[config.mk]
export PLATFORM = sky130hd
export DESIGN_NAME = clk_strobe_gen
export DESIGN_NICKNAME = d
export VERILOG_FILES = /design/src/rtl/clk_strobe_gen.sv
export SDC_FILE = /design/constraint.sdc
export NUM_CORES = 1
export LEC_CHECK = 0
export ABC_AREA = 1
export CAP_MARGIN = 10
export CORE_ASPECT_RATIO = 1.1
export CORE_MARGIN = 2
export CORE_UTILIZATION = 56
export DETAILED_ROUTE_END_ITERATION = 12
export PLACE_DENSITY = 0.78
export SYNTH_ARGS = -nofsm -noshare
export SYNTH_HDL_FRONTEND = slang
export SYNTH_SLANG_ARGS = --single-unit
[constraint.sdc]
create_clock -name clk -period 1.75 [get_ports clk]
set_clock_uncertainty 0.1 [all_clocks]
set_input_delay 0.175 -clock clk [delete_from_list [all_inputs] [get_ports clk]]
set_output_delay 0.175 -clock clk [all_outputs]
set_load 0.02 [all_outputs]
[src/rtl/clk_strobe_gen.sv]
// Clock-enable generator: derives CPU F1/F2 phases, peripheral, pixel, PS/2 and IO
// strobes from one system clock, with 1x/2x/4x turbo and period-aligned pause.
module clk_strobe_gen #(
  parameter int CPU_DIV    = 28,
  parameter int F2_OFFSET  = 2,
  parameter int PER_OFFSET = 4,
  parameter int PIX_DIV    = 6,
  parameter int SLOW_DIV   = 3571
) (
  input  logic       clk,
  input  logic       reset,
  input  logic [1:0] speed,
  input  logic       pause,
  output logic       f1_ce,
  output logic       f2_ce,
  output logic       per_ce,
  output logic       pix_ce,
  output logic       pix2x_ce,
  output logic       slow_ce,
  output logic       io_clk,
  output logic [1:0] speed_act
);

  localparam int CW = $clog2(CPU_DIV);
  localparam int PW = $clog2(PIX_DIV);
  localparam int SW = $clog2(SLOW_DIV);

  localparam logic [CW-1:0] CNT_LAST    = CW'(CPU_DIV - 1);
  localparam logic [CW-1:0] SUB_LAST_1X = CW'(CPU_DIV - 1);
  localparam logic [CW-1:0] SUB_LAST_2X = CW'(CPU_DIV / 2 - 1);
  localparam logic [CW-1:0] SUB_LAST_4X = CW'(CPU_DIV / 4 - 1);
  localparam logic [CW-1:0] F2_CNT      = CW'(F2_OFFSET);
  localparam logic [CW-1:0] PER_CNT     = CW'(PER_OFFSET);
  localparam logic [PW-1:0] PIX_LAST    = PW'(PIX_DIV - 1);
  localparam logic [PW-1:0] PIX_HALF    = PW'(PIX_DIV / 2);
  localparam logic [SW-1:0] SLOW_LAST   = SW'(SLOW_DIV - 1);

  // Strobe bank ordering: f1, f2, per, pix, pix2x, slow
  localparam int NS = 6;

  if (CPU_DIV < 8 || (CPU_DIV % 4) != 0) begin : g_bad_cpu_div
    $error("clk_strobe_gen: CPU_DIV must be a multiple of 4 and at least 8");
  end
  if (F2_OFFSET < 0 || F2_OFFSET >= CPU_DIV / 4) begin : g_bad_f2_offset
    $error("clk_strobe_gen: F2_OFFSET must lie in 0 .. CPU_DIV/4-1");
  end
  if (PER_OFFSET < 0 || PER_OFFSET >= CPU_DIV) begin : g_bad_per_offset
    $error("clk_strobe_gen: PER_OFFSET must lie in 0 .. CPU_DIV-1");
  end
  if (PIX_DIV < 2 || (PIX_DIV % 2) != 0) begin : g_bad_pix_div
    $error("clk_strobe_gen: PIX_DIV must be even and at least 2");
  end
  if (SLOW_DIV < 2) begin : g_bad_slow_div
    $error("clk_strobe_gen: SLOW_DIV must be at least 2");
  end

  logic [CW-1:0] cnt_reg, cnt_next;
  logic [CW-1:0] sub_reg, sub_next;
  logic [CW-1:0] sub_last;
  logic [1:0]    speed_act_reg, speed_act_next;
  logic [1:0]    speed_map;
  logic          pause_l_reg, pause_l_next;
  logic [PW-1:0] pc_reg, pc_next;
  logic [SW-1:0] sc_reg, sc_next;
  logic          io_clk_reg;
  logic          cnt_wrap;
  logic [NS-1:0] strobe_next;
  logic [NS-1:0] strobe_reg;

  always_comb begin
    speed_map = 2'd1;
    if (speed == 2'd0) begin
      speed_map = 2'd0;
    end else if (speed == 2'd2) begin
      speed_map = 2'd2;
    end
  end

  always_comb begin
    sub_last = SUB_LAST_2X;
    case (speed_act_reg)
      2'd0:    sub_last = SUB_LAST_1X;
      2'd2:    sub_last = SUB_LAST_4X;
      default: sub_last = SUB_LAST_2X;
    endcase
  end

  // sub_reg is cnt mod S; S always divides CPU_DIV, so it realigns cleanly at the wrap
  always_comb begin
    cnt_wrap       = (cnt_reg == CNT_LAST);
    cnt_next       = cnt_wrap ? '0 : cnt_reg + CW'(1);
    sub_next       = (cnt_wrap || sub_reg == sub_last) ? '0 : sub_reg + CW'(1);
    speed_act_next = cnt_wrap ? speed_map : speed_act_reg;
    pause_l_next   = cnt_wrap ? pause : pause_l_reg;
    pc_next        = (pc_reg == PIX_LAST) ? '0 : pc_reg + PW'(1);
    sc_next        = (sc_reg == SLOW_LAST) ? '0 : sc_reg + SW'(1);
  end

  always_comb begin
    strobe_next    = '0;
    strobe_next[0] = !pause_l_reg && (sub_reg == '0);
    strobe_next[1] = !pause_l_reg && (sub_reg == F2_CNT);
    strobe_next[2] = (cnt_reg == PER_CNT);
    strobe_next[3] = (pc_reg == '0);
    strobe_next[4] = (pc_reg == '0) || (pc_reg == PIX_HALF);
    strobe_next[5] = (sc_reg == '0);
  end

  always_ff @(posedge clk) begin
    if (reset) begin
      cnt_reg       <= '0;
      sub_reg       <= '0;
      speed_act_reg <= '0;
      pause_l_reg   <= 1'b0;
      pc_reg        <= '0;
      sc_reg        <= '0;
      io_clk_reg    <= 1'b0;
    end else begin
      cnt_reg       <= cnt_next;
      sub_reg       <= sub_next;
      speed_act_reg <= speed_act_next;
      pause_l_reg   <= pause_l_next;
      pc_reg        <= pc_next;
      sc_reg        <= sc_next;
      io_clk_reg    <= ~io_clk_reg;
    end
  end

  for (genvar gi = 0; gi < NS; gi++) begin : g_strobe
    always_ff @(posedge clk) begin
      if (reset) begin
        strobe_reg[gi] <= 1'b0;
      end else begin
        strobe_reg[gi] <= strobe_next[gi];
      end
    end
  end

  assign f1_ce     = strobe_reg[0];
  assign f2_ce     = strobe_reg[1];
  assign per_ce    = strobe_reg[2];
  assign pix_ce    = strobe_reg[3];
  assign pix2x_ce  = strobe_reg[4];
  assign slow_ce   = strobe_reg[5];
  assign io_clk    = io_clk_reg;
  assign speed_act = speed_act_reg;

endmodule

==> key figures <==
Pwr
  • Cell leakage power: 0.751 nW
  • Power density over the cells: 807 mW/mm^2
  • IR Drop Worst-Case VDD: 0.703 mV

Floorplanning
  • Starting density of the core: 57.8%
  • Ports: 14
  • Die ar.: 0.00326 mm^2
  • Die outline width: 54.6 um
  • Vertical extent of the die: 59.7 um
  • Floorplan row count: 20
  • Core area: 0.00273 mm^2

Timing
  • Relative slew slack: 70.8%
  • Worst setup slack after layout: 0.0802 ns
  • Setup TNS: 0 ns
  • Count of endpoints failing setup in the final report: 0
  • Final number of hold-violating endpoints: 0
  • Total count of max-transition violations in the final report: 0
  • Crit path time final: 1.67 ns
  • Worst-Margin Slew: 0.438 ns
  • RSZ-0062 raised after global routing: false
  • F_max: 599 MHz
  • Share of the cycle needed by the critical path after routing: 95.4%

Setup path
  • Critical path launch point type: flip-flop
  • Cell with the largest stage delay on the worst path: sky130_fd_sc_hd__clkdlybuf4s50_1
  • Crit path buf inv count: 1
  • Startpoint of the lowest-slack register-to-register path: sc_reg[0]
  • Largest fanout on the critical path: 5
  • Cells along the critical path: clkdlybuf4s50_1
  • Setup slack of the most critical reg-to-reg path: 0.23 ns
  • Cell count along the critical path: 1
  • Depth of the most critical reg-to-reg path: 7
  • Worst Setup EP: speed_act[0]
  • Critical path startpoint: speed_act[0]
  • Crit Path Class: flip-flop to output port
  • Arrival time at the worst endpoint: 1.39 ns
  • Required time of the critical path: 1.47 ns
  • Delay of the slowest cell on the worst path: 0.64 ns
  • Gate family responsible for the most delay along the worst path: buffers and inverters
  • Kind of end point of the critical path: output port
  • Worst R2R End: sc_reg[11]

Synth
  • Leading post-synthesis cells by cell area: sky130_fd_sc_hd__dfxtp_1 44%, sky130_fd_sc_hd__ha_1 9.5%, sky130_fd_sc_hd__nor2_1 8.3%
  • Number of enable flip-flop cells after synthesis: 0
  • Most common library cells after synthesis: 35 x sky130_fd_sc_hd__dfxtp_1, 35 x sky130_fd_sc_hd__nor2_1, 34 x sky130_fd_sc_hd__nand2_1
  • Net count after synthesis: 219
  • Synth Warn #: 0
  • Unique cell type count in the Yosys netlist: 24
  • Asr flop ratio synth: 0%
  • Synthesized area per cell: 7.80 um^2
  • Top flip-flop cell by instance count after synthesis: sky130_fd_sc_hd__dfxtp_1
  • Cells after synthesis: 202
  • Sequential-to-total area share from yosys stat: 44.4%
  • Syn Std Cell Area: 0.00158 mm^2
  • Largest area contributor in the synthesized netlist: sky130_fd_sc_hd__dfxtp_1
  • Post-synthesis register bit count: 35
  • Share of Yosys cell area claimed by the top area cell type: 44.4%

Global route
  • Global-route wire length before repair: 4.62 mm
  • Global-route total usage across every layer: 20.1%
  • Initial antenna violation count: 0
  • Vias in the first global route: 1154
  • Global route total overflow: 0
  • Largest net degree at the start of global routing: 13

Placed design
  • Port buffer count: 13
  • Routability-driven placement congestion ratio: 0.769
  • Dpl cell area: 0.00175 mm^2
  • Post-Place Setup Slack: 0.260 ns
  • Dpl hpwl: 2.12 mm

Clock tree
  • Master cell of the clock root buffer: sky130_fd_sc_hd__clkbuf_4
  • Resized Gates After CTS: 0
  • H-Tree Depth: 2
  • Clock tree buffer depth: 2
  • Number of buffers added by the clock tree synthesis step: 5
  • Number of post-CTS setup repair buffers: 0
  • Clk slew on worst S/H paths: 0.09 ns
  • Clock insertion delay at the later pin of the skew report: 0.33 ns
  • Post-cts hold buffer count: 0
  • Clock tree from TritonCTS: done
  • Clock Sinks: 35

Routing
  • Total routed wirelength: 2.73 mm
  • Antenna Violating Nets Remaining: 0
  • Routed wire per std cell: 10.7 um
  • Number of DRC markers after the initial detailed-route iteration: 31
  • DR vias: 1297
  • Number of vias per cell after detailed routing: 5.09
  • First-pass iteration count of the detailed router: 4
  • DRC: 0

Hold path
  • Class of the worst hold path: flip-flop to flip-flop

Final layout
  • Antenna diode count: 0
  • Largest register FFs: 12
  • Filler cells: 232
  • Design area: 0.00180 mm^2
  • Signed area change from the synthesized netlist to the final layout: 14.4%
  • Proportion of layout cells with a drive suffix above 1: 8.56%
  • Fin nets: 239

Run status
  • Status: completed

Job
  • Max Cap Violations: 0
[area by class of cell]
type | count | area (um^2) | area share [%]
timing repair buffer | 14 | 138 | 7.63
multi-input combinational | 134 | 748 | 41.5
inverter | 32 | 120 | 6.66
clock inverter | 1 | 5.00 | 0.277
clock buffer | 6 | 51.3 | 2.84
tap | 33 | 41.3 | 2.29
sequential | 35 | 701 | 38.8
[layer usage]
| layer | GRT usage (%) | part of all wire, % | vias up |
|---|---|---|---|
| met2 | 34.5 | 51 | 25 |
| met3 | 7.00 | 3.4 | 5 |
| met4 | 9.64 | 1.1 | 0 |
| met5 | 0 | 0 | - |
| met1 | 21.2 | 44 | 592 |
| li1 | - | - | 675 |
[how the worst min path moves through the flow]
stage	from	slack [ns]	endpoint	cells after the start
after floorplan	reset	0.14	io_clk	1
final	io_clk	0.31	io_clk	1
after CTS	io_clk	0.32	io_clk	1
after detailed placement	io_clk	0.30	io_clk	1
after global placement	io_clk	0.30	io_clk	1
after global routing	speed[1]	0.35	speed_act[1]	3
[cells by family after synthesis]
logic type | Yosys count | synth area share [%]
flip-flops | 35 | 44.4
adder cells (fa/ha/maj) | 12 | 9.52
AND/OR/NAND/NOR | 100 | 28.6
buffers and inverters | 33 | 8.10
XOR/XNOR | 7 | 3.89
AO/OA/AOI/OAI | 15 | 5.48
[layout by cell type, fill, tap and decap left out]
| cell | synthesis | final |
|---|---|---|
| sky130_fd_sc_hd__clkdlybuf4s50_1 | 0 | 13 |
| sky130_fd_sc_hd__inv_2 | 2 | 2 |
| sky130_fd_sc_hd__nor2_1 | 35 | 35 |
| sky130_fd_sc_hd__nand2_1 | 34 | 34 |
| sky130_fd_sc_hd__a211oi_1 | 1 | 1 |
| sky130_fd_sc_hd__nand2_2 | 4 | 4 |
| sky130_fd_sc_hd__clkbuf_8 | 0 | 1 |
| sky130_fd_sc_hd__inv_1 | 30 | 30 |
| sky130_fd_sc_hd__nor4_1 | 3 | 3 |
| sky130_fd_sc_hd__nand3_1 | 13 | 13 |
| sky130_fd_sc_hd__nand4_1 | 4 | 4 |
| sky130_fd_sc_hd__or2_0 | 1 | 1 |
| sky130_fd_sc_hd__a21oi_2 | 1 | 1 |
| sky130_fd_sc_hd__dfxtp_1 | 35 | 35 |
| sky130_fd_sc_hd__nor2_4 | 2 | 2 |
| sky130_fd_sc_hd__nand4_2 | 1 | 1 |
| sky130_fd_sc_hd__xnor2_1 | 3 | 3 |
| sky130_fd_sc_hd__o21ai_0 | 3 | 3 |
| sky130_fd_sc_hd__a21oi_1 | 8 | 8 |
| sky130_fd_sc_hd__o31ai_1 | 1 | 1 |
| sky130_fd_sc_hd__clkinv_2 | 0 | 1 |
| sky130_fd_sc_hd__or2_2 | 1 | 1 |
| sky130_fd_sc_hd__o211ai_1 | 1 | 1 |
| sky130_fd_sc_hd__clkbuf_4 | 0 | 5 |
| sky130_fd_sc_hd__buf_4 | 1 | 1 |
| sky130_fd_sc_hd__nor3_1 | 2 | 2 |
| sky130_fd_sc_hd__ha_1 | 12 | 12 |
| sky130_fd_sc_hd__xor2_1 | 4 | 4 |
[through the flow]
| stage | std cells | hold slack (ns) | util, % | power (mW) |
|---|---|---|---|---|
| after floorplan | 202 | 0.142 | - | 0.978 |
| after global placement | 248 | 0.298 | 64.1 | 1.03 |
| after detailed placement | 248 | 0.305 | 64.1 | 1.04 |
| after CTS | 255 | 0.318 | 66.1 | 1.47 |
| after global routing | 255 | 0.349 | 66.1 | 1.53 |
| final | 255 | 0.313 | 66.1 | 1.46 |
[power by group]
| group | internal (mW) | total (mW) | switching (mW) | leakage (nW) |
|---|---|---|---|---|
| combinational | 0.0714 | 0.158 | 0.0868 | 0.431 |
| sequential | 0.834 | 0.862 | 0.0284 | 0.286 |
| clock | 0.186 | 0.435 | 0.249 | 0.0341 |
| total | 1.09 | 1.46 | 0.365 | 0.751 |
No activity file was read; power rests on OpenSTA's default activity.
